==> src/rtl/switch_scheduler_pkg.sv <==
// Shared types and helpers for the inter-core vector switch scheduler.
// Round-robin scan helper is reused by every per-receiver arbiter.
package switch_pkg;

  localparam int TIMEOUT_DEF = 256;
  localparam int MAX_CORES   = 32;

  function automatic int idx_w(input int n);
    return (n > 1) ? $clog2(n) : 1;
  endfunction

  // First set bit at or after ptr, wrapping; -1 if none.
  function automatic int rr_first(
    input logic [MAX_CORES-1:0] req,
    input int                   ptr,
    input int                   n
  );
    int s;
    rr_first = -1;
    for (int k = MAX_CORES - 1; k >= 0; k--) begin
      if (k < n) begin
        s = ptr + k;
        if (s >= n) s = s - n;
        if (req[s[4:0]]) rr_first = s;
      end
    end
  endfunction

endpackage

==> src/rtl/switch_scheduler_if.sv <==
// Request/grant bundle between VecCore instances and the scheduler.
// master = cores (drive requests), slave = scheduler (drive grants).
interface switch_scheduler_if
  import switch_pkg::*;
#(
  parameter int CORE_SIZE = 2
);
  localparam int AW = idx_w(CORE_SIZE);

  logic [CORE_SIZE-1:0]         send_ready;
  logic [CORE_SIZE-1:0][AW-1:0] send_core_idx;
  logic [CORE_SIZE-1:0]         recv_request;
  logic [CORE_SIZE-1:0][AW-1:0] recv_core_idx;
  logic [CORE_SIZE-1:0]         recv_any;
  logic [CORE_SIZE-1:0]         send_ok;
  logic [CORE_SIZE-1:0]         recv_ready;
  logic [CORE_SIZE-1:0][AW-1:0] recv_src_idx;
  logic [CORE_SIZE-1:0]         recv_timeout;
  logic                         bad_idx_err;

  modport master (
    output send_ready, send_core_idx,
    output recv_request, recv_core_idx, recv_any,
    input  send_ok, recv_ready, recv_src_idx,
    input  recv_timeout, bad_idx_err
  );

  modport slave (
    input  send_ready, send_core_idx,
    input  recv_request, recv_core_idx, recv_any,
    output send_ok, recv_ready, recv_src_idx,
    output recv_timeout, bad_idx_err
  );

endinterface

==> src/rtl/switch_scheduler_rr_arbiter.sv <==
// Round-robin arbiter: request vector plus pointer to one-hot grant,
// encoded index and valid.
module rr_arbiter
  import switch_pkg::*;
#(
  parameter int N  = 2,
  parameter int AW = 1
) (
  input  logic [N-1:0]  req_i,
  input  logic [AW-1:0] ptr_i,
  output logic [N-1:0]  gnt_o,
  output logic [AW-1:0] idx_o,
  output logic          vld_o
);

  logic [MAX_CORES-1:0] req_w;
  int                   win;

  always_comb begin
    req_w         = '0;
    req_w[N-1:0]  = req_i;
    win           = rr_first(req_w, int'(ptr_i), N);
    vld_o         = (win >= 0);
    idx_o         = vld_o ? AW'(win) : '0;
    gnt_o         = '0;
    for (int i = 0; i < N; i++) begin
      gnt_o[i] = vld_o && (win == i);
    end
  end

endmodule

==> src/rtl/switch_scheduler.sv <==
// Control plane of the inter-core vector switch: matches senders to
// receivers, one registered grant per receiver per cycle.
module switch_scheduler
  import switch_pkg::*;
#(
  parameter int CORE_SIZE = 2,
  parameter int TIMEOUT   = TIMEOUT_DEF
) (
  input  logic               clock,
  input  logic               reset,
  switch_scheduler_if.slave  bus
);

  localparam int AW = idx_w(CORE_SIZE);
  localparam int CW = (TIMEOUT > 0) ? $clog2(TIMEOUT + 1) : 1;

  logic [CORE_SIZE-1:0][CORE_SIZE-1:0] cand;
  logic [CORE_SIZE-1:0][CORE_SIZE-1:0] gnt;
  logic [CORE_SIZE-1:0]                gvld;
  logic [CORE_SIZE-1:0][AW-1:0]        gidx;

  logic [CORE_SIZE-1:0]         send_ok_q, send_ok_d;
  logic [CORE_SIZE-1:0]         recv_ready_q, recv_ready_d;
  logic [CORE_SIZE-1:0]         timeout_q, timeout_d;
  logic [CORE_SIZE-1:0][AW-1:0] src_q, src_d;
  logic [CORE_SIZE-1:0][AW-1:0] ptr_q, ptr_d;
  logic [CORE_SIZE-1:0][CW-1:0] cnt_q, cnt_d;
  logic                         err_q, err_d;

  // Pulse-cycle exclusion: a side that just got a pulse sits out one edge.
  always_comb begin
    for (int r = 0; r < CORE_SIZE; r++) begin
      for (int s = 0; s < CORE_SIZE; s++) begin
        cand[r][s] = bus.send_ready[s]
                  && (bus.send_core_idx[s] == AW'(r))
                  && bus.recv_request[r]
                  && (bus.recv_any[r]
                      || (bus.recv_core_idx[r] == AW'(s)))
                  && !send_ok_q[s]
                  && !recv_ready_q[r];
      end
    end
  end

  for (genvar r = 0; r < CORE_SIZE; r++) begin : g_arb
    rr_arbiter #(
      .N  (CORE_SIZE),
      .AW (AW)
    ) u_arb (
      .req_i (cand[r]),
      .ptr_i (ptr_q[r]),
      .gnt_o (gnt[r]),
      .idx_o (gidx[r]),
      .vld_o (gvld[r])
    );
  end

  always_comb begin
    send_ok_d    = '0;
    recv_ready_d = '0;
    timeout_d    = '0;
    src_d        = src_q;
    ptr_d        = ptr_q;
    cnt_d        = '0;
    err_d        = err_q;
    for (int r = 0; r < CORE_SIZE; r++) begin
      send_ok_d       = send_ok_d | gnt[r];
      recv_ready_d[r] = gvld[r];
      if (gvld[r]) begin
        src_d[r] = gidx[r];
        ptr_d[r] = (gidx[r] == AW'(CORE_SIZE - 1))
                 ? '0 : gidx[r] + AW'(1);
      end
      // Grant wins over an expiring wait on the same edge.
      if ((TIMEOUT > 0) && bus.recv_request[r] && !gvld[r]) begin
        if (int'(cnt_q[r]) + 1 >= TIMEOUT) begin
          timeout_d[r] = 1'b1;
        end else begin
          cnt_d[r] = cnt_q[r] + CW'(1);
        end
      end
    end
    for (int s = 0; s < CORE_SIZE; s++) begin
      if (bus.send_ready[s]
          && (int'(bus.send_core_idx[s]) >= CORE_SIZE)) begin
        err_d = 1'b1;
      end
    end
  end

  always_ff @(posedge clock or negedge reset) begin
    if (!reset) begin
      send_ok_q    <= '0;
      recv_ready_q <= '0;
      timeout_q    <= '0;
      src_q        <= '0;
      ptr_q        <= '0;
      cnt_q        <= '0;
      err_q        <= 1'b0;
    end else begin
      send_ok_q    <= send_ok_d;
      recv_ready_q <= recv_ready_d;
      timeout_q    <= timeout_d;
      src_q        <= src_d;
      ptr_q        <= ptr_d;
      cnt_q        <= cnt_d;
      err_q        <= err_d;
    end
  end

  assign bus.send_ok      = send_ok_q;
  assign bus.recv_ready   = recv_ready_q;
  assign bus.recv_src_idx = src_q;
  assign bus.recv_timeout = timeout_q;
  assign bus.bad_idx_err  = err_q;

endmodule

==> src/flat_wrapper.sv <==
// flat-port wrapper written by rule: the top's interface ports become plain ports
module switch_scheduler_flat import switch_pkg::*;
#(
  parameter int CORE_SIZE = 2,
  parameter int TIMEOUT   = TIMEOUT_DEF
)
  (clock, reset, bus_send_ready, bus_send_core_idx, bus_recv_request, bus_recv_core_idx, bus_recv_any, bus_send_ok, bus_recv_ready, bus_recv_src_idx, bus_recv_timeout, bus_bad_idx_err);
  switch_scheduler_if #(.CORE_SIZE(CORE_SIZE)) bus_i ();
  input  logic clock;
  input  logic reset;
  input wire logic [$bits(bus_i.send_ready)-1:0] bus_send_ready;
  input wire logic [$bits(bus_i.send_core_idx)-1:0] bus_send_core_idx;
  input wire logic [$bits(bus_i.recv_request)-1:0] bus_recv_request;
  input wire logic [$bits(bus_i.recv_core_idx)-1:0] bus_recv_core_idx;
  input wire logic [$bits(bus_i.recv_any)-1:0] bus_recv_any;
  output wire logic [$bits(bus_i.send_ok)-1:0] bus_send_ok;
  output wire logic [$bits(bus_i.recv_ready)-1:0] bus_recv_ready;
  output wire logic [$bits(bus_i.recv_src_idx)-1:0] bus_recv_src_idx;
  output wire logic [$bits(bus_i.recv_timeout)-1:0] bus_recv_timeout;
  output wire logic [$bits(bus_i.bad_idx_err)-1:0] bus_bad_idx_err;
  assign bus_i.send_ready = bus_send_ready;
  assign bus_i.send_core_idx = bus_send_core_idx;
  assign bus_i.recv_request = bus_recv_request;
  assign bus_i.recv_core_idx = bus_recv_core_idx;
  assign bus_i.recv_any = bus_recv_any;
  assign bus_send_ok = bus_i.send_ok;
  assign bus_recv_ready = bus_i.recv_ready;
  assign bus_recv_src_idx = bus_i.recv_src_idx;
  assign bus_recv_timeout = bus_i.recv_timeout;
  assign bus_bad_idx_err = bus_i.bad_idx_err;
  switch_scheduler #(.CORE_SIZE(CORE_SIZE), .TIMEOUT(TIMEOUT)) u_core (.clock(clock), .reset(reset), .bus(bus_i));
endmodule
==> config.mk <==
export PLATFORM = sky130hd
export DESIGN_NAME = switch_scheduler_flat
export DESIGN_NICKNAME = d
export VERILOG_FILES = /design/src/rtl/switch_scheduler_pkg.sv /design/src/rtl/switch_scheduler_if.sv /design/src/rtl/switch_scheduler_rr_arbiter.sv /design/src/rtl/switch_scheduler.sv /design/src/flat_wrapper.sv
export SDC_FILE = /design/constraint.sdc
export NUM_CORES = 1
export LEC_CHECK = 0
export CORE_ASPECT_RATIO = 1.2
export CORE_MARGIN = 5
export CORE_UTILIZATION = 55
export CTS_CLUSTER_DIAMETER = 100
export DETAILED_ROUTE_END_ITERATION = 10
export PLACE_DENSITY = 0.82
export REMOVE_ABC_BUFFERS = 1
export SETUP_SLACK_MARGIN = 0.02
export SLEW_MARGIN = 40
export SYNTH_ARGS = -nofsm -noshare
export SYNTH_HDL_FRONTEND = slang
export SYNTH_SLANG_ARGS = --single-unit
==> constraint.sdc <==
create_clock -name clock -period 3.5 [get_ports clock]
set_clock_uncertainty 0.1 [all_clocks]
set_input_delay 0.525 -clock clock [delete_from_list [all_inputs] [get_ports clock]]
set_output_delay 0.525 -clock clock [all_outputs]
set_load 0.02 [all_outputs]
# After elaboration in Yosys (flattened, before gate mapping)
# Index checks and enable logic that the tools add are counted.
word_totals:
  mem_bits_ro: 0
  out_inout_bits: 9
  latchBits: 0
  inputBits: 12
  ram_bits: 0
  word_cells: 106
  register_bits: 28
  mem_count: 0
op_classes:
  eq_ne: 2
  mux: 28
  order_cmp: 12
  n_addsub: 12
  multipliers: 0
  div: 0
  n_shift: 0
  n_bitwise: 5
  n_reduce_logical: 38
op_table:
  columns: ["op", "n"]
  rows:
  - ["two-way mux 32 bit", 8]
  - ["== test 32 x 2 -> 1 bit, second input constant", 2]
  - ["greater-or-equal comparator 32 x 1 -> 1 bit, second input constant", 2]
  - ["greater-or-equal comparator 32 x 10 -> 1 bit, second input constant", 2]
  - ["greater-or-equal comparator 32 x 3 -> 1 bit, second input constant", 2]
  - ["zero test 32 bit", 2]
  - ["subtractor 32 x 3 -> 32 bit, second input constant", 2]
  - ["two-way mux 9 bit", 4]
  - ["logical AND 1 bit", 26]
  - ["less-than comparator 5 x 6 -> 1 bit, second input constant", 4]
  - ["adder 9 x 1 -> 10 bit, second input constant", 2]
  - ["binary-select mux 1 bit (select 5 bit)", 4]
  - ["adder 9 x 1 -> 9 bit, second input constant", 2]
  - ["two-way mux 1 bit", 12]
  - ["zero test 1 bit", 6]
  - ["subtractor 1 x 2 -> 3 bit, second input constant", 2]
  - ["adder 1 x 1 -> 2 bit, second input constant", 2]
  - ["greater-or-equal comparator 1 x 2 -> 1 bit, second input constant", 2]
  - ["logical OR 1 bit", 4]
  - ["inverter 1 bit", 4]
  - ["adder 1 bit, second input constant", 2]
  - ["bitwise OR 2 bit", 1]

# Logic depth before layout (Yosys ltp)
# Gate-level depths: netlist of run 1.
depth:
  word_depth: 14
  depth_mapped: 5
  ltp_nobuf: 5

# Cells and area by module
# Synthesis of run 1 repeated with hierarchy kept, for this count alone.
hier_totals:
  hier_cells: 134
  area_unflattened_um2: 1381.3
modules_own_cells:
  columns: ["module", "seq_area_each_um2", "area_each_um2", "instances", "cells_each"]
  rows:
  - ["switch_scheduler", 700.7, 1316.3, 1, 124]
  - ["rr_arbiter", 0.0, 32.5, 2, 5]

# Least setup slack after synthesis of run 1
# Ideal clock, no wire load.
synth_path:
  path_kind: "in2reg"
  startpoint: "input port bus_send_ready[0]"
  endpoint: "register u_core.cnt_q[2] (netlist bit)"
  arrival_time_ps: 1503
  slack_ps: 1768
  setup_ps: 129
  required_ps: 3271
  path_stages: 5
  path_buffers: 1
  path_cell_list: "or2b_1 -> or4_4 -> buf_6 -> o2111ai_4 -> nor2_1"
synth_lines:
  columns: ["element", "line_no", "source"]
  rows:
  - ["start: declaration", "flat_wrapper.sv:11", "input wire logic [$bits(bus_i.send_ready)-1:0] bus_send_ready;"]
  - ["end signal: assignment", "switch_scheduler.sv:106", "cnt_q <= cnt_d;"]
  - ["end: declaration", "switch_scheduler.sv:27", "logic [CORE_SIZE-1:0][CW-1:0] cnt_q, cnt_d;"]

# Worst setup path in the final report of run 1
layout_path:
  startpoint: "input port bus_recv_request[1]"
  endpoint: "register u_core.send_ok_q[1] (netlist: u_core.bus.send_ok[1])"
layout_via:
  elab_chain_cells: 11
  elab_cells_between_ends: 18
  classes_between: "order compare: 1; eq/ne: 1; mux: 6; bitwise: 1; reduce/logical: 9"
layout_rtl:
  columns: ["element", "line_no", "source"]
  rows:
  - ["start: declaration", "flat_wrapper.sv:13", "input wire logic [$bits(bus_i.recv_request)-1:0] bus_recv_request;"]
  - ["logical AND 1 bit", "switch_scheduler.sv:36", "&& bus.recv_request[r]"]
  - ["logical AND 1 bit", "switch_scheduler.sv:37", "&& (bus.recv_any[r]"]
  - ["logical AND 1 bit", "switch_scheduler.sv:39", "&& !send_ok_q[s]"]
  - ["logical AND 1 bit", "switch_scheduler.sv:40", "&& !recv_ready_q[r];"]
  - ["binary-select mux 1 bit (select 5 bit)", "switch_scheduler_pkg.sv:24", "if (req[s[4:0]]) rr_first = s;"]
  - ["two-way mux 1 bit (implied by the code)", "switch_scheduler_pkg.sv:24", null]
  - ["two-way mux 32 bit", "switch_scheduler_pkg.sv:24", null]
  - ["two-way mux 32 bit *", "switch_scheduler_pkg.sv:24", null]
  - ["greater-or-equal comparator 32 x 1 -> 1 bit / == test 32 x 2 -> 1 bit (equally long branches)", "switch_scheduler_rr_arbiter.sv:23, switch_scheduler_rr_arbiter.sv:27", null]
  - ["logical AND 1 bit *", "switch_scheduler_rr_arbiter.sv:27", "gnt_o[i] = vld_o && (win == i);"]
  - ["bitwise OR 2 bit *", "switch_scheduler.sv:67", "send_ok_d = send_ok_d | gnt[r];"]
  - ["named net u_core.send_ok_d[1]", "switch_scheduler.sv:22", "logic [CORE_SIZE-1:0] send_ok_q, send_ok_d;"]
  - ["end signal: assignment", "switch_scheduler.sv:101", "send_ok_q <= send_ok_d;"]
  - ["end: declaration", "switch_scheduler.sv:22", null]
# Mark *: on every way through the listed nets, which the timed path passes. The rest lies on a longest branch. The select of a mux whose other input is x is not followed.
# A chain may end at the register's enable or synchronous reset.

==> reports/metrics.yaml, run 1 <==
cts:
  cts_buffers: 3
  worstSkewPairLatency_ps: 330
  ctsResizeCount: 0
  clockBufferDepth: 2
  cts_tree: "yes"
  clkSinkCount: 28
  ctsHoldBuffers: 0
  htree_levels: 1
  cts.reportedPaths.clkPinSlew_ps: 150
  cts_setup_buffers: 0
  cts_root_buf: "clkbuf_4"
pwr:
  p_per_area_mw_per_mm2: 429
  peakVddDrop_mv: 0.412
  leakage_nw: 0.711
yosys:
  seq_area_frac_synth_pct: 54.2
  synth-async-reset-ratio_pct: 100
  synth-edff-count: 0
  netlist_area_sq_mm: 0.00129
  yosys_warnings: 0
  synthFlopType: "dfrtp_1"
  synth_cell_type_count: 32
  avgSynthCellArea_sq_um: 10.9
  syn-instance-count: 119
  ys_seq_elements: 28
die:
  row_count: 19
  ios: 21
  start_util_pct: 56.7
  dieArea_sq_mm: 0.00343
  coreArea_sq_mm: 0.00228
  die_w_um: 54.3
  die_y_um: 63.1
routing:
  dr_total_vias: 959
  ant_nets: 0
  wl_um: 2540
  drt_iter0_drc: 12
  wl_per_cell_um: 14.6
  first_pass_iters: 4
  remaining_drc_errors: 0
  vias_per_cell: 5.51
sta:
  fmax_mhz: 496
  drv_slew: 0
  hold_violations: 0
  setup-tns-final_ps: 0
  layout_min_cycle_time_ps: 2020
  period_share_pct: 57.7
  rsz0062_at_grt: "no"
  setup-violations-final: 0
critical_path:
  end_kind: "flip-flop"
  crit_required_ps: 3630
  path_max_fanout: 7
  arrival_ps: 2150
  worstSetupStartpointType: "primary input"
  path_class: "in -> reg"
final_layout:
  fin_area_sq_mm: 0.00157
  nets: 158
  area_growth_pct: 21.5
  final_common_cell: "dfrtp_1"
  antenna_cells: 0
  drive_gt1_share_pct: 9.79
  mostFrequentLayoutCells: "28 x dfrtp_1, 19 x clkdlybuf4s50_1, 17 x nor2_1"
  fin_cells: 174
placement:
  place.gp.congestion: 0.744
  dp_hpwl_um: 1870
  dpl_cell_area_sq_mm: 0.00152
  io_buffers: 19
  dp_cells: 170
grt:
  grt_pass1_wl_um: 4530
  antenna_found_initial: 0
  grt.total_usage_pct: 17.8
  grt_max_degree: 29
  grt_pass1_vias: 1016
  grt.overflow.total: 0
hold_path:
  hold_class: "reg -> reg"
run_status:
  outcome: "finished, final reports clean"
job:
  max_cap_viol_count: 0
[cells in the mapped netlist (all sizes together), types with 3 or more instances]
cell	number	area share (%)
nand3	7	2.7
nor2	17	4.9
xor2	8	5.4
and3	4	1.9
dfrtp	28	54
nand2	13	3.8
nand2b	3	1.6
o21ai	5	2.2
xnor2	4	2.7
[logic make-up after synthesis]
kind of cell    count (synthesis)  share of synthesized area [%]
simple gates                   61                           26.3
buf+inv                         4                           2.03
fa+ha+maj                       2                           1.93
xor+xnor                       12                           8.12
compound gates                 11                           7.16
flops                          28                           54.2
other cells                     1                          0.290
[sequential cells by signal, indices dropped and copies added, names as in the netlist]
name                     count
u_core.cnt_q                18
u_core.bus.recv_ready        2
u_core.bus.recv_src_idx      2
u_core.bus.recv_timeout      2
u_core.bus.send_ok           2
u_core.ptr_q                 2
[layer usage]
metal | wire (um) | GRT usage [%] | part of all wire [%] | vias up
li1 | - | - | - | 463
met1 | 980 | 19.7 | 39 | 466
met2 | 1410 | 30.7 | 55 | 19
met3 | 61 | 3.07 | 2.4 | 11
met4 | 91 | 9.35 | 3.6 | 0
met5 | 0 | 0 | 0 | -
[power breakdown]
part / leakage [nW] / switching [mW] / internal [mW]
sequential: 0.373 / 0.0189 / 0.346
clock: 0.0279 / 0.0934 / 0.116
combinational: 0.310 / 0.0534 / 0.0465
[worst max-delay path: stages]
cell and delay (ps):
clkdlybuf4s50_1 580, nor4bb_1 370, nand3_1 300, o21ai_0 290, nand2_1 80
[final timing paths]
path | start | to | slack (ps) | depth (start not counted)
worst min-delay path | u_core.cnt_q[0] | u_core.cnt_q[0] | 390 | 1
worst min register to register | u_core.cnt_q[0] | u_core.cnt_q[0] | 390 | 1
max in group asynchronous | reset | u_core.bus.send_ok[0] | 2600 | 2
worst max register to register | u_core.cnt_q[9] | u_core.cnt_q[16] | 1650 | 5
min in group asynchronous | reset | u_core.cnt_q[4] | 450 | 2
worst max-delay path | bus_recv_request[1] | u_core.bus.send_ok[1] | 1480 | 5
[layout make-up]
class,instances,area [sq um]
clock buffer,3,22.5
tap,31,38.8
sequential,28,701
timing repair buffer,20,198
fill,181,711
multi-input combinational,89,574
clock inverter,1,30.0
inverter,2,7.51
[through the flow]
step / power, mW / hold slack [ps] / setup WS (ps) / util (%)
after floorplan: 0.414 / 129 / 1820 / -
after global placement: 0.465 / 361 / 1230 / 66.6
after detailed placement: 0.469 / 370 / 1090 / 66.6
after CTS: 0.680 / 395 / 1480 / 68.9
after global routing: 0.709 / 412 / 1370 / 68.9
final: 0.674 / 389 / 1480 / 68.9
Note: power is estimated with default switching activity, not from simulation.
==> inputs of run 2 (changes only) <==
- CORE_UTILIZATION: 55 -> 47
- PLACE_DENSITY: 0.82 -> 0.74
- clock period: 3.5 -> 1.8 ns (I/O delays scaled with it)
==> run 2 against run 1 <==
  * Core utilization fell by 3.6 points
  * Hold slack worse by 190 ps
  * Critical path depth decreased by 4
  * First-iteration DRC count is 83% higher
  * Global-route usage fell by 2.4 points
  * Critical endpoint is now bus_send_ok[0]
  * Largest power group unchanged
==> reports/metrics.yaml, run 2 (synthesized netlist as in run 1, its figures left out) <==
run_status:
  outcome: "finished, final reports clean"
sta:
  setup-tns-final_ps: 0  # unchanged
  whs_ps: 197  # -192 ps
  fmax_mhz: 585
  setup-violations-final: 0  # unchanged
  fin_ws_ps: 91.1  # -1390 ps
  rsz0062_at_grt: "no"
  layout_min_cycle_time_ps: 1710
  period_share_pct: 94.9
  hold_violations: 0  # unchanged
  drv_slew: 0  # unchanged
critical_path:
  cpPeakStageDelay_ps: 620  # +40 ps
  cp_cell_sequence: "clkdlybuf4s50_1"
  path_depth: 1  # -4
  slowest_stage: "clkdlybuf4s50_1"
  end_kind: "output port"
  crit_buf_inv: 1  # unchanged
  cp_top_family: "buffers and inverters"
  path_class: "reg -> out"
  worstSetupStartpointType: "flip-flop"
  crit_required_ps: 1430  # -2200 ps
  rr_worst_depth: 5  # unchanged
  path_max_fanout: 3  # -4
  arrival_ps: 1340  # -810 ps
grt:
  grt_max_degree: 29  # unchanged
  antenna_found_initial: 0  # unchanged
  grt_pass1_wl_um: 4710  # +3.8%
  grt.overflow.total: 0  # unchanged
  grt.total_usage_pct: 15.4  # -2.4 points
  grt_pass1_vias: 1134  # +12%
die:
  start_util_pct: 50.2  # -6.5 points
  dieArea_sq_mm: 0.00391  # +14%
  ios: 21  # unchanged
  die_y_um: 67.5  # +6.9%
  die_w_um: 57.9  # +6.7%
  row_count: 20  # +1
  coreArea_sq_mm: 0.00258  # +13%
pwr:
  clockPowerShare_pct: 30.5  # -0.5 points
  p_comb_share_pct: 15.7  # +0.9 points
  swShare_pct: 24.0  # -0.54 points
  power.share.sequential_pct: 53.8  # -0.3 points
  p_switching_mw: 0.317  # +91%
  p_int_mw: 1.00  # +97%
  leakage_nw: 0.767  # +7.9%
  p_per_area_mw_per_mm2: 783  # +82%
  power_mw: 1.32  # +95%
  peakVddDrop_mv: 0.612  # +49%
final_layout:
  mostFrequentLayoutCells: "28 x dfrtp_1, 18 x clkdlybuf4s50_1, 16 x nor2_1"
  utilization_pct: 65.3  # -3.6 points
  final_common_cell: "dfrtp_1"
  nets: 167  # +5.7%
  regMostFlops: "u_core.cnt_q"
  drive_gt1_share_pct: 19.1  # +9.3 points
  largest_register_ffs: 18  # unchanged
  antenna_cells: 0  # unchanged
  fillers: 224  # +24%
  area_growth_pct: 30.1
routing:
  remaining_drc_errors: 0  # unchanged
  vias_per_cell: 5.24  # -5.0%
  wl_um: 2570  # +1.1%
  wl_per_cell_um: 13.9  # -4.9%
  dr_total_vias: 969  # +1.0%
  ant_nets: 0  # unchanged
  first_pass_iters: 3  # -1
  drt_iter0_drc: 22  # +10
placement:
  dp_hpwl_um: 2010  # +7.4%
  pre_cts_slack_ps: -225  # -1310 ps
  io_buffers: 19  # unchanged
  place.gp.congestion: 0.744  # about the same
cts:
  clkSinkCount: 28  # unchanged
  cts_root_buf: "clkbuf_4"
  clockBufferDepth: 2  # unchanged
  cts_buffers: 3  # unchanged
  cts_tree: "yes"
  htree_levels: 1  # unchanged
  worstSkewPairLatency_ps: 320  # about the same
  cts.reportedPaths.clkPinSlew_ps: 150  # about the same
job:
  max_cap_viol_count: 0  # unchanged
hold_path:
  hold_class: "in -> async"
## run 2: cell count changes in the layout (fill, tap and decap cells not counted), sizes merged
cell	delta
buf	+9
clkdlybuf4s50	-1
dlymetal6s2s	+1
## run 2: per-layer routing
layer | up-vias | wire length (um) | track usage [%]
met3 | 4 | 55 | 3.25
li1 | 477 | - | -
met2 | 8 | 1410 | 28.7
met5 | - | 0 | 0
met1 | 480 | 1060 | 16.6
met4 | 0 | 35 | 6.96
## run 2: power by group through the flow
stage	registers [mW]	logic (mW)	clock network, mW
floorplan	0.739	0.0662	0
global placement	0.717	0.198	0
detailed placement	0.720	0.202	0
CTS	0.708	0.208	0.414
global route	0.718	0.229	0.452
finish	0.709	0.207	0.402
## run 2: area by class of cell
class	count	area [sq um]	area share, %
tap	33	41.3	2.45
multi-input combinational	89	613	36.4
clock inverter	1	30.0	1.78
inverter	2	7.51	0.446
timing repair buffer	29	268	15.9
clock buffer	3	22.5	1.34
sequential	28	701	41.6
## run 2: what timing repair did
action,4_1_cts,5_1_grt
resized for setup,2,7
hold buffers,0,0
pin swaps,1,2
setup endpoints to repair,11,17
buffers inserted,1,1
cloned,0,0
## run 2: final timing paths
check / start / end / slack, ps
max: u_core.bus.send_ok[0] / bus_send_ok[0] / 90
min in group clock: u_core.bus.recv_src_idx[1] / u_core.bus.recv_src_idx[1] / 400
min: reset / u_core.cnt_q[7] / 200
min reg2reg: u_core.bus.recv_src_idx[1] / u_core.bus.recv_src_idx[1] / 400
max reg2reg: u_core.cnt_q[1] / u_core.cnt_q[5] / 110
max in group asynchronous: reset / u_core.cnt_q[9] / 1140
## run 2: stage by stage
step                cell area [sq um]  instances
floorplan                        1280        119
global placement                 1570        179
detailed placement               1570        179
CTS                              1650        184
global route                     1680        185
finish                           1680        185
==> inputs of run 3 (changes only) <==
- CORE_MARGIN: 5 -> 2
==> run 3 against run 2 <==
  * Hold slack worse by 14 ps
  * Power rose by 1.2%
  * Cell area is 0.45% lower
  * Sequential share of layout area up 0.19 points
==> reports/metrics.yaml, run 3 (synthesized netlist as in run 1, its figures left out) <==
critical_path:
  path_depth: 1  # unchanged
  path_class: "reg -> out"
  arrival_ps: 1330  # about the same
  end_kind: "output port"
  cp_cell_sequence: "clkdlybuf4s50_1"
  slowest_stage: "clkdlybuf4s50_1"
  cp_top_family: "buffers and inverters"
  worstSetupStartpointType: "flip-flop"
  crit_required_ps: 1430  # about the same
  path_max_fanout: 3  # unchanged
  rr_worst_depth: 5  # unchanged
  cpPeakStageDelay_ps: 610  # about the same
  crit_buf_inv: 1  # unchanged
cts:
  htree_levels: 1  # unchanged
  worstSkewPairLatency_ps: 340  # +20 ps
  cts.reportedPaths.clkPinSlew_ps: 160  # about the same
  cts_tree: "yes"
  ctsHoldBuffers: 0  # unchanged
  cts_root_buf: "clkbuf_4"
  cts_buffers: 3  # unchanged
  clockBufferDepth: 2  # unchanged
  clkSinkCount: 28  # unchanged
final_layout:
  drive_gt1_share_pct: 18.5  # -0.54 points
  area_growth_pct: 29.5
  fillers: 210  # -6.3%
  antenna_cells: 0  # unchanged
  fin_area_sq_mm: 0.00168  # -0.45%
  nets: 166  # -0.60%
  final_common_cell: "dfrtp_1"
  regMostFlops: "u_core.cnt_q"
  mostFrequentLayoutCells: "28 x dfrtp_1, 18 x clkdlybuf4s50_1, 16 x nor2_1"
  largest_register_ffs: 18  # unchanged
routing:
  vias_per_cell: 5.21  # -0.49%
  ant_nets: 0  # unchanged
  dr_total_vias: 959  # -1.0%
  remaining_drc_errors: 0  # unchanged
  wl_um: 2560  # about the same
  first_pass_iters: 3  # unchanged
  drt_iter0_drc: 14  # -36%
  wl_per_cell_um: 13.9  # +0.47%
pwr:
  p_int_mw: 1.00  # about the same
  p_comb_share_pct: 15.5  # -0.2 points
  leakage_nw: 0.762  # -0.70%
  p_switching_mw: 0.332  # +4.9%
  clockPowerShare_pct: 31.4  # +0.9 points
  p_per_area_mw_per_mm2: 795  # +1.6%
  power.share.sequential_pct: 53.1  # -0.7 points
  swShare_pct: 24.9  # +0.90 points
  peakVddDrop_mv: 0.655  # +7.0%
sta:
  layout_min_cycle_time_ps: 1700  # -4.30 ps
  rsz0062_at_grt: "no"
  hold_violations: 0  # unchanged
  fmax_mhz: 587  # +0.25%
  period_share_pct: 94.7  # -0.24 points
  setup-violations-final: 0  # unchanged
  setup-tns-final_ps: 0  # unchanged
  drv_slew: 0  # unchanged
  fin_ws_ps: 95.4  # +4.30 ps
  whs_ps: 183  # -14.1 ps
hold_path:
  hold_class: "in -> async"
placement:
  dp_hpwl_um: 1860  # -7.2%
  place.gp.congestion: 0.752  # +1.1%
  dpl_cell_area_sq_mm: 0.00157  # unchanged
  pre_cts_slack_ps: -201  # +24.1 ps
  io_buffers: 19  # unchanged
run_status:
  outcome: "finished, final reports clean"
grt:
  antenna_found_initial: 0  # unchanged
  grt.total_usage_pct: 18.2  # +2.8 points
  grt.overflow.total: 0  # unchanged
  grt_pass1_wl_um: 4300  # -8.7%
  grt_max_degree: 29  # unchanged
  grt_pass1_vias: 949  # -16%
die:
  ios: 21  # unchanged
  start_util_pct: 50.2  # unchanged
  die_y_um: 61.5  # -8.9%
  coreArea_sq_mm: 0.00258  # unchanged
  die_w_um: 51.9  # -10%
  row_count: 20  # unchanged
  dieArea_sq_mm: 0.00319  # -18%
job:
  max_cap_viol_count: 0  # unchanged
run 3: changes by cell type in the layout (fill, tap and decap cells not counted):
cell   previous run  this run
buf_4            10         9
run 3: path summary, 6_finish.rpt:
kind | start | to | slack, ps
worst max-delay path | u_core.bus.send_ok[0] | bus_send_ok[0] | 100
max in group asynchronous | reset | u_core.bus.send_ok[0] | 1150
worst max register to register | u_core.cnt_q[9] | u_core.cnt_q[12] | 100
worst min-delay path | reset | u_core.cnt_q[4] | 180
worst min register to register | u_core.bus.recv_src_idx[1] | u_core.bus.recv_src_idx[1] | 400
min in group clock | u_core.bus.recv_src_idx[1] | u_core.bus.recv_src_idx[1] | 400
run 3: routing by layer:
layer / up-vias / track usage [%] / part of all wire, % / routed length [um]
met2: 9 / 32.9 / 53 / 1350
li1: 476 / - / - / -
met1: 470 / 22.0 / 44 / 1120
met4: 0 / 6.77 / 1.1 / 28
met3: 4 / 2.67 / 2.5 / 65
met5: - / 0 / 0 / 0
run 3: power by group through the flow:
stage	clock network, mW	registers (mW)	logic, mW
after detailed placement	0	0.721	0.202
after floorplan	0	0.739	0.0662
after global placement	0	0.718	0.197
after CTS	0.422	0.708	0.209
after global routing	0.447	0.715	0.228
final	0.418	0.708	0.207
run 3: area by class of cell:
type | instances | area [sq um] | area share (%)
multi-input combinational | 89 | 613 | 36.6
timing repair buffer | 28 | 260 | 15.5
sequential | 28 | 701 | 41.8
tap | 33 | 41.3 | 2.46
inverter | 2 | 7.51 | 0.448
clock inverter | 1 | 30.0 | 1.79
clock buffer | 3 | 22.5 | 1.34
run 3: what timing repair did:
action,CTS,global route
setup buffers,1,0
hold endpoints to repair,0,0
resized for setup,2,7
pin swaps,1,2
endpoints found under the setup margin,12,16
run 3: worst register-to-register path, stage by stage, from the launching register on:
cell       delay, ps
dfrtp_1          420
ha_1             230
and3_4           200
and4bb_2         250
o2111ai_4        290
nor2_1           100
run 3: metrics by stage:
stage / power [mW] / std cells / util, %
finish: 1.33 / 184 / 65.0
global route: 1.39 / 184 / 65.0
CTS: 1.34 / 184 / 64.1
detailed placement: 0.922 / 179 / 61.1
global placement: 0.915 / 179 / 61.1
floorplan: 0.806 / 119 / -
